$ cat src/rtl/l2_arbiter_rr_if.sv
// Requester/L2 bus bundle for l2_arbiter_rr; the arbiter takes the master
// modport (it drives the L2 side), caches and L2 model take the slave modport.
interface l2_arbiter_rr_if #(
    parameter int NUM_REQ    = 2,
    parameter int ADDR_WIDTH = 16,
    parameter int LINE_WIDTH = 128
);
    localparam int GRANT_W = (NUM_REQ > 1) ? $clog2(NUM_REQ) : 1;

    logic [NUM_REQ*ADDR_WIDTH-1:0] req_addr;
    logic [NUM_REQ*LINE_WIDTH-1:0] req_wdata;
    logic [NUM_REQ-1:0]            req_read;
    logic [NUM_REQ-1:0]            req_write;
    logic [LINE_WIDTH-1:0]         req_rdata;
    logic [NUM_REQ-1:0]            req_resp;
    logic [ADDR_WIDTH-1:0]         l2_addr;
    logic [LINE_WIDTH-1:0]         l2_wdata;
    logic                          l2_read;
    logic                          l2_write;
    logic [LINE_WIDTH-1:0]         l2_rdata;
    logic                          l2_resp;
    logic [GRANT_W-1:0]            grant_idx;

    modport master (
        input  req_addr, req_wdata, req_read, req_write, l2_rdata, l2_resp,
        output req_rdata, req_resp, l2_addr, l2_wdata, l2_read, l2_write, grant_idx
    );

    modport slave (
        output req_addr, req_wdata, req_read, req_write, l2_rdata, l2_resp,
        input  req_rdata, req_resp, l2_addr, l2_wdata, l2_read, l2_write, grant_idx
    );
endinterface

$ cat src/rtl/l2_arbiter_rr.sv
// N-port cache-to-L2 arbiter, round-robin or fixed priority, one transaction in flight.
// state | meaning
// IDLE  | pick a winner among pending requesters, register its command
// BUSY  | command held on L2; l2_resp completes it to the granted requester
// DONE  | one recovery cycle so the finished requester can drop its request
module l2_arbiter_rr #(
    parameter int NUM_REQ    = 2,
    parameter int ADDR_WIDTH = 16,
    parameter int LINE_WIDTH = 128,
    parameter int ARB_MODE   = 0
) (
    input  logic              clk,
    input  logic              rst_n,
    l2_arbiter_rr_if.master   bus
);
    localparam int GRANT_W = (NUM_REQ > 1) ? $clog2(NUM_REQ) : 1;

    typedef enum logic [1:0] {S_IDLE, S_BUSY, S_DONE} state_t;

    state_t                 r_state;
    logic [GRANT_W-1:0]     r_last_grant;
    logic [GRANT_W-1:0]     r_grant_idx;
    logic [ADDR_WIDTH-1:0]  r_addr;
    logic [LINE_WIDTH-1:0]  r_wdata;
    logic                   r_read;
    logic                   r_write;

    logic [NUM_REQ-1:0]     w_pending;
    logic                   w_any;
    logic [GRANT_W-1:0]     w_win;
    logic [ADDR_WIDTH-1:0]  w_sel_addr;
    logic [LINE_WIDTH-1:0]  w_sel_wdata;
    logic                   w_sel_write;
    logic [NUM_REQ-1:0]     w_resp;

    assign w_pending = bus.req_read | bus.req_write;
    assign w_any     = |w_pending;

    // Both loops run from lowest to highest precedence so the last hit wins.
    always_comb begin
        w_win = '0;
        if (ARB_MODE == 1) begin
            for (int i = NUM_REQ - 1; i >= 0; i--) begin
                if (w_pending[i]) w_win = GRANT_W'(i);
            end
        end else begin
            for (int k = NUM_REQ; k >= 1; k--) begin
                if (w_pending[(int'(r_last_grant) + k) % NUM_REQ])
                    w_win = GRANT_W'((int'(r_last_grant) + k) % NUM_REQ);
            end
        end
    end

    always_comb begin
        w_sel_addr  = '0;
        w_sel_wdata = '0;
        w_sel_write = 1'b0;
        for (int i = 0; i < NUM_REQ; i++) begin
            if (w_win == GRANT_W'(i)) begin
                w_sel_addr  = bus.req_addr[i*ADDR_WIDTH +: ADDR_WIDTH];
                w_sel_wdata = bus.req_wdata[i*LINE_WIDTH +: LINE_WIDTH];
                w_sel_write = bus.req_write[i];
            end
        end
    end

    always_comb begin
        w_resp = '0;
        if (r_state == S_BUSY && bus.l2_resp) w_resp[r_grant_idx] = 1'b1;
    end

    always_ff @(posedge clk or negedge rst_n) begin
        if (!rst_n) begin
            r_state      <= S_IDLE;
            r_last_grant <= GRANT_W'(NUM_REQ - 1);
            r_grant_idx  <= '0;
            r_addr       <= '0;
            r_wdata      <= '0;
            r_read       <= 1'b0;
            r_write      <= 1'b0;
        end else begin
            case (r_state)
                S_IDLE: begin
                    if (w_any) begin
                        r_state      <= S_BUSY;
                        r_grant_idx  <= w_win;
                        r_last_grant <= w_win;
                        r_addr       <= w_sel_addr;
                        r_wdata      <= w_sel_wdata;
                        r_write      <= w_sel_write;
                        r_read       <= ~w_sel_write;
                    end
                end
                S_BUSY: begin
                    if (bus.l2_resp) begin
                        r_read  <= 1'b0;
                        r_write <= 1'b0;
                        r_state <= S_DONE;
                    end
                end
                S_DONE:  r_state <= S_IDLE;
                default: r_state <= S_IDLE;
            endcase
        end
    end

    assign bus.req_rdata = bus.l2_rdata;
    assign bus.req_resp  = w_resp;
    assign bus.l2_addr   = r_addr;
    assign bus.l2_wdata  = r_wdata;
    assign bus.l2_read   = r_read;
    assign bus.l2_write  = r_write;
    assign bus.grant_idx = r_grant_idx;
endmodule
$ cat src/flat_wrapper.sv
// flat-port wrapper written by rule: the top's interface ports become plain ports
module l2_arbiter_rr_flat 
#(
    parameter int NUM_REQ    = 2,
    parameter int ADDR_WIDTH = 16,
    parameter int LINE_WIDTH = 128,
    parameter int ARB_MODE   = 0
)
  (clk, rst_n, bus_req_addr, bus_req_wdata, bus_req_read, bus_req_write, bus_l2_rdata, bus_l2_resp, bus_req_rdata, bus_req_resp, bus_l2_addr, bus_l2_wdata, bus_l2_read, bus_l2_write, bus_grant_idx);
  l2_arbiter_rr_if #(.NUM_REQ(NUM_REQ), .ADDR_WIDTH(ADDR_WIDTH), .LINE_WIDTH(LINE_WIDTH)) bus_i ();
  input  logic clk;
  input  logic rst_n;
  input wire logic [$bits(bus_i.req_addr)-1:0] bus_req_addr;
  input wire logic [$bits(bus_i.req_wdata)-1:0] bus_req_wdata;
  input wire logic [$bits(bus_i.req_read)-1:0] bus_req_read;
  input wire logic [$bits(bus_i.req_write)-1:0] bus_req_write;
  input wire logic [$bits(bus_i.l2_rdata)-1:0] bus_l2_rdata;
  input wire logic [$bits(bus_i.l2_resp)-1:0] bus_l2_resp;
  output wire logic [$bits(bus_i.req_rdata)-1:0] bus_req_rdata;
  output wire logic [$bits(bus_i.req_resp)-1:0] bus_req_resp;
  output wire logic [$bits(bus_i.l2_addr)-1:0] bus_l2_addr;
  output wire logic [$bits(bus_i.l2_wdata)-1:0] bus_l2_wdata;
  output wire logic [$bits(bus_i.l2_read)-1:0] bus_l2_read;
  output wire logic [$bits(bus_i.l2_write)-1:0] bus_l2_write;
  output wire logic [$bits(bus_i.grant_idx)-1:0] bus_grant_idx;
  assign bus_i.req_addr = bus_req_addr;
  assign bus_i.req_wdata = bus_req_wdata;
  assign bus_i.req_read = bus_req_read;
  assign bus_i.req_write = bus_req_write;
  assign bus_i.l2_rdata = bus_l2_rdata;
  assign bus_i.l2_resp = bus_l2_resp;
  assign bus_req_rdata = bus_i.req_rdata;
  assign bus_req_resp = bus_i.req_resp;
  assign bus_l2_addr = bus_i.l2_addr;
  assign bus_l2_wdata = bus_i.l2_wdata;
  assign bus_l2_read = bus_i.l2_read;
  assign bus_l2_write = bus_i.l2_write;
  assign bus_grant_idx = bus_i.grant_idx;
  l2_arbiter_rr #(.NUM_REQ(NUM_REQ), .ADDR_WIDTH(ADDR_WIDTH), .LINE_WIDTH(LINE_WIDTH), .ARB_MODE(ARB_MODE)) u_core (.clk(clk), .rst_n(rst_n), .bus(bus_i));
endmodule
$ cat config.mk
export PLATFORM = sky130hd
export DESIGN_NAME = l2_arbiter_rr_flat
export DESIGN_NICKNAME = d
export VERILOG_FILES = /design/src/rtl/l2_arbiter_rr_if.sv /design/src/rtl/l2_arbiter_rr.sv /design/src/flat_wrapper.sv
export SDC_FILE = /design/constraint.sdc
export NUM_CORES = 1
export LEC_CHECK = 0
export BUFFER_PORTS_ARGS = -buffer_cell sky130_fd_sc_hd__buf_2
export CORE_AREA = 10 10 264 266
export CTS_CLUSTER_SIZE = 24
export DETAILED_ROUTE_END_ITERATION = 16
export DIE_AREA = 0 0 274 276
export PLACE_DENSITY_LB_ADDON = 0.12
export SETUP_SLACK_MARGIN = 0.05
export SLEW_MARGIN = 20
export SYNTH_ARGS = -nofsm -noshare
export SYNTH_HDL_FRONTEND = slang
export SYNTH_SLANG_ARGS = --single-unit
$ cat constraint.sdc
create_clock -name clk -period 3.7 [get_ports clk]
set_input_delay 0.74 -clock clk [delete_from_list [all_inputs] [get_ports clk]]
set_output_delay 0.74 -clock clk [all_outputs]
set_load 0.01 [all_outputs]
======== After elaboration in Yosys (flattened, before gate mapping) ========
Index checks and enable logic that the tools add are counted.
storage, ports and cells
  register bits ........................... 150
  logic and storage cells ................. 50
operators by class
  add/subtract/negate cells ............... 2
  magnitude comparators ................... 4
  equal/unequal tests ..................... 3
  multiplexer cells ....................... 22
  bitwise gates (word level) .............. 4
  reduce and logical (&&, ||, !) cells .... 8
operator list
  cell                                                                    count
  128-bit two-way mux                                                     1
  16-bit two-way mux                                                      1
  1-bit two-way mux                                                       13
  2-bit by 3-bit < comparator with 1-bit output (second input constant)   2
  2-bit two-way mux                                                       3
  1-bit one-hot mux with 2 select lines                                   2
  2-bit one-hot mux with 2 select lines                                   1
  2-bit AND reduction                                                     2
  3-bit AND reduction                                                     1
  1-bit adder (second input constant)                                     2
  1-bit AND (first input constant)                                        2
  2-bit by 1-bit equality test with 1-bit output (second input constant)  1
  1-bit logical AND                                                       2
  2-bit zero test                                                         1
  1-bit by 2-bit < comparator with 1-bit output (second input constant)   1
  2-bit by 1-bit != test with 1-bit output (second input constant)        1
  2-bit != test (second input constant)                                   1
  2-bit bitwise OR                                                        1
  2-bit nonzero test                                                      1
  2-bit OR reduction                                                      1
  1-bit demux with 1-bit select                                           1
  1-bit greater-or-equal comparator (second input constant)               1
  1-bit inverter                                                          1

======== Depth between registers and ports, before layout ========
  depth in word-level cells ............... 11
  gate-level depth with buffers ........... 7
  gate-level depth less buffers ........... 4

======== Worst setup path before layout ========
No wires, ideal clock.
  kind .................................... in2out
  from .................................... input port bus_l2_resp
  to ...................................... output port bus_req_resp[1]
  data arrival time ....................... 1.081 ns
  required time ........................... 2.960 ns
  setup slack ............................. 1.879 ns
  stages .................................. 3
  path through ............................ nand3b_1 > inv_1 > and2_1
between the ends
  cells in the longest elaborated chain, start to end .. 2
ends and longest elaborated chain
  element            line                 text
  start, declared    flat_wrapper.sv:18   input wire logic [$bits(bus_i.l2_resp)-1:0] bus_l2_resp;
  1-bit logical AND  l2_arbiter_rr.sv:69  if (r_state == S_BUSY && bus.l2_resp) w_resp[r_grant_idx] = 1'b1;
  2-bit two-way mux  l2_arbiter_rr.sv:69
  end, declared      flat_wrapper.sv:20   output wire logic [$bits(bus_i.req_resp)-1:0] bus_req_resp;
No other way between the ends.

======== Worst setup path in the final report ========
  from .................................... register u_core.r_state[1]
  to ...................................... output port bus_req_resp[1]
between the ends
  cells in the longest elaborated chain, start to end .. 3
ends and longest elaborated chain
  element                                         line                 text
  start, declared                                 l2_arbiter_rr.sv:20  state_t r_state;
  start signal, assigned                          l2_arbiter_rr.sv:74  r_state <= S_IDLE;
  start signal, assigned                          l2_arbiter_rr.sv:85  r_state <= S_BUSY;
  start signal, assigned                          l2_arbiter_rr.sv:98  r_state <= S_DONE;
  2-bit by 1-bit equality test with 1-bit output  l2_arbiter_rr.sv:69
  1-bit logical AND                               l2_arbiter_rr.sv:69
  2-bit two-way mux                               l2_arbiter_rr.sv:69
No other way between the ends.

==> results.sh <==
export IMPL_wl_met3_um=3160
export IMPL_critPathMaxFanout=4
export IMPL_dieArea_mm2=0.0756
export IMPL_cap_violations=0
export IMPL_synth_fp_nets=1367
export IMPL_overflow=0
export IMPL_hpwl_um=29300
export IMPL_grt_max_degree=81
export IMPL_worstPathRequired_ns=2.96
export IMPL_die_h_um=276
export IMPL_cp_cell_sequence="nand3b_1 > inv_1 > and2_1 > buf_2"
export IMPL_slew_violations=0
export IMPL_first_pass_iters=4
export IMPL_synth_cells=944
export IMPL_avgViaCountPerCell=3.55
export IMPL_cp_end_kind="output pin"
export IMPL_portBuffers=443
export IMPL_htreeDepth=4
export IMPL_cts_tree="built"
export IMPL_io_pin_count=700
export IMPL_placeableCoreArea_mm2=0.0641
export IMPL_antenna_found_initial=1
export IMPL_grt_usage=0.102
export IMPL_top_layer_used="met4"
export IMPL_syn_to_final_growth_pct=34.8
export IMPL_clock_latency_ns=0.48
export IMPL_synth_top_family_by_area="compound AO/OA/AOI/OAI gates"
export IMPL_vias=7456
export IMPL_numCtsBuffers=17
export IMPL_rows=93
export IMPL_drive_above_1_share=0.492
export IMPL_whs_ns=0.328
export IMPL_synth_cell_area_mm2=0.00820
export IMPL_layout_setup_ws_ns=1.37
export IMPL_yosys_warnings=0
export IMPL_finalSetupViolCount=0
export IMPL_slowest_delay_ns=0.46
export IMPL_grt_pass1_vias=8136
export IMPL_max_freq_mhz=429
export IMPL_synth_simple_area_share=0.139
export IMPL_wl_met1_um=14700
export IMPL_cp_arrival_ns=1.59
export IMPL_power_uw=9740
export IMPL_hold_class="primary input to async pin"
export IMPL_cts_buffer_depth=2
export IMPL_timing_critical_path_buf_inv=2
export IMPL_drt_wl_total_um=39100
export IMPL_routed_wl_met2_um=20300
export IMPL_synth_top_area_share=0.455
export IMPL_rsz0062_at_grt="false"
export IMPL_cts_sinks=150
export IMPL_cp_top_family="flip-flops"
export IMPL_fin_util=0.172
export IMPL_nNetsFinal=1657
export IMPL_tightest_slew_ns=0.914
export IMPL_wl_per_cell_um=18.6
export IMPL_worst_path_stages=4
export IMPL_synth_seq_area_share=0.458
export IMPL_slew_headroom=0.391
export IMPL_start_util=0.128
export IMPL_postCtsSetupBuffers=0
export IMPL_holdBufCountCts=0
export IMPL_period_needed_ns=2.33
export IMPL_synth_fa_ha_area_frac=0
export IMPL_root_buffer="clkbuf_16"
export IMPL_cpMaxStageDelayCell="dfrtp_1"
export IMPL_peakVddDrop_mv=0.605
export IMPL_ys_ff_latch=150
export IMPL_synth_edf_count=0
export IMPL_ctsResizeCount=0
export IMPL_netlist_top_cells_count="a21oi_1 (176), dfrtp_1 (149), nor2_1 (147)"
export IMPL_gp_congestion=0.717
export IMPL_period_share=0.630
export IMPL_ys_flop_type="dfrtp_1"
export IMPL_synth_distinct_cells=24
export IMPL_die_w_um=274
export IMPL_syn_area_per_cell_um2=8.69
export IMPL_antenna_left=0
export IMPL_clkTransAtPathRegs_ns=0.08
export IMPL_fin_setup_tns_ns=0
export IMPL_synthArstFlopShare=1.00
export IMPL_pwr_density_cell_mw_per_mm2=881
export IMPL_synth_area_top_cells="dfrtp_1 (45%), buf_4 (13%), a21oi_2 (12%), a21oi_1 (11%), nor2_1 (6.7%)"
export IMPL_synth_most_common_cell="a21oi_1"
export IMPL_fin_skew_ns=0.0140
export IMPL_synth_compound_area_frac=0.235
export IMPL_grt_pass1_wl_um=57100
export IMPL_drt_iter0_drc=320
export IMPL_timing_hold_violations_final=0
export IMPL_synth_xor_area_frac=0
export IMPL_worstRegToRegCells=5
export IMPL_drc=0
export IMPL_synthMuxAreaShare=0
export IMPL_synth_top_cell_by_area="dfrtp_1"
export IMPL_path_class="flip-flop to output pin"
export IMPL_status="complete, no violations"
export IMPL_dp_slack_ns=1.08
export IMPL_leakagePower_uw=0.00494
export IMPL_cp_start_kind="flip-flop"
[area by class of cell]
type                       count  area [um^2]
multi-input combinational    599         3110
tap                          855         1070
antenna                        1         2.50
clock buffer                  19          443
inverter                       2         7.51
sequential                   150         3750
timing repair buffer         464         2490
clock inverter                13          169
fill                        7328        53100
[cells in the final DEF, fill, tap and decap left out, drive strengths merged, types with 2 or more instances in the layout]
cell type / netlist / routed
clkinv: 0 / 3
clkinvlp: 0 / 3
buf: 174 / 464
dfrtp: 149 / 149
clkbuf: 19 / 19
nand2: 146 / 146
inv: 2 / 6
bufinv: 0 / 3
nand2b: 2 / 2
nor2: 147 / 147
a21oi: 289 / 289
o21ai: 6 / 6
[worst reg2reg max path: stages, from the launching register on]
cell and delay (ns):
dfstp_2 0.39, o21ai_1 0.16, nor2b_4 0.27, buf_12 0.38, a21oi_1 0.35, a21oi_1 0.17
[cells by family (layout without fill, tap and decap cells)]
kind of cell | Yosys count | after routing
buf+inv | 195 | 498
flops | 150 | 150
other cells | 0 | 1
compound gates | 299 | 299
simple gates | 300 | 300
[flip-flops by register name, indices dropped and copies added, names as in the netlist]
name / cells
u_core.bus.l2_wdata: 128
u_core.r_state: 2
u_core.bus.l2_write: 1
u_core.bus.l2_addr: 16
u_core.r_last_grant: 1
u_core.bus.l2_read: 1
u_core.bus.grant_idx: 1
[where the power goes]
group | total (uW) | internal [uW] | leakage (uW) | switching, uW
Combinational | 4880 | 1810 | 0.00296 | 3070
Clock | 1930 | 1090 | 0.000292 | 847
Sequential | 2930 | 2500 | 0.00169 | 434
[path summary, 6_finish.rpt]
| check | from | to | slack, ns |
|---|---|---|---|
| max in group asynchronous | rst_n | u_core.bus.l2_wdata[115] | 2.53 |
| worst min register to register | u_core.r_last_grant | u_core.r_last_grant | 0.49 |
| min in group clk | bus_l2_resp | u_core.r_state[0] | 0.47 |
| worst min-delay path | rst_n | u_core.bus.l2_wdata[98] | 0.33 |
| worst max register to register | u_core.r_last_grant | u_core.bus.l2_wdata[116] | 1.91 |
| worst max-delay path | u_core.r_state[1] | bus_req_resp[1] | 1.37 |
[per-stage QoR]
stage	cells	cell area [um^2]
after floorplan	944	8200
after global placement	2070	10400
after detailed placement	2070	10400
after CTS	2102	11100
after global routing	2103	11100
final	2103	11100
[layer usage]
metal  vias up  global-route usage
met5         -                   0
met4         0              0.0392
met3        60              0.0410
met2       278               0.180
met1      3564               0.106
li1       3554                   -
Power figures use the tool's default switching activity.
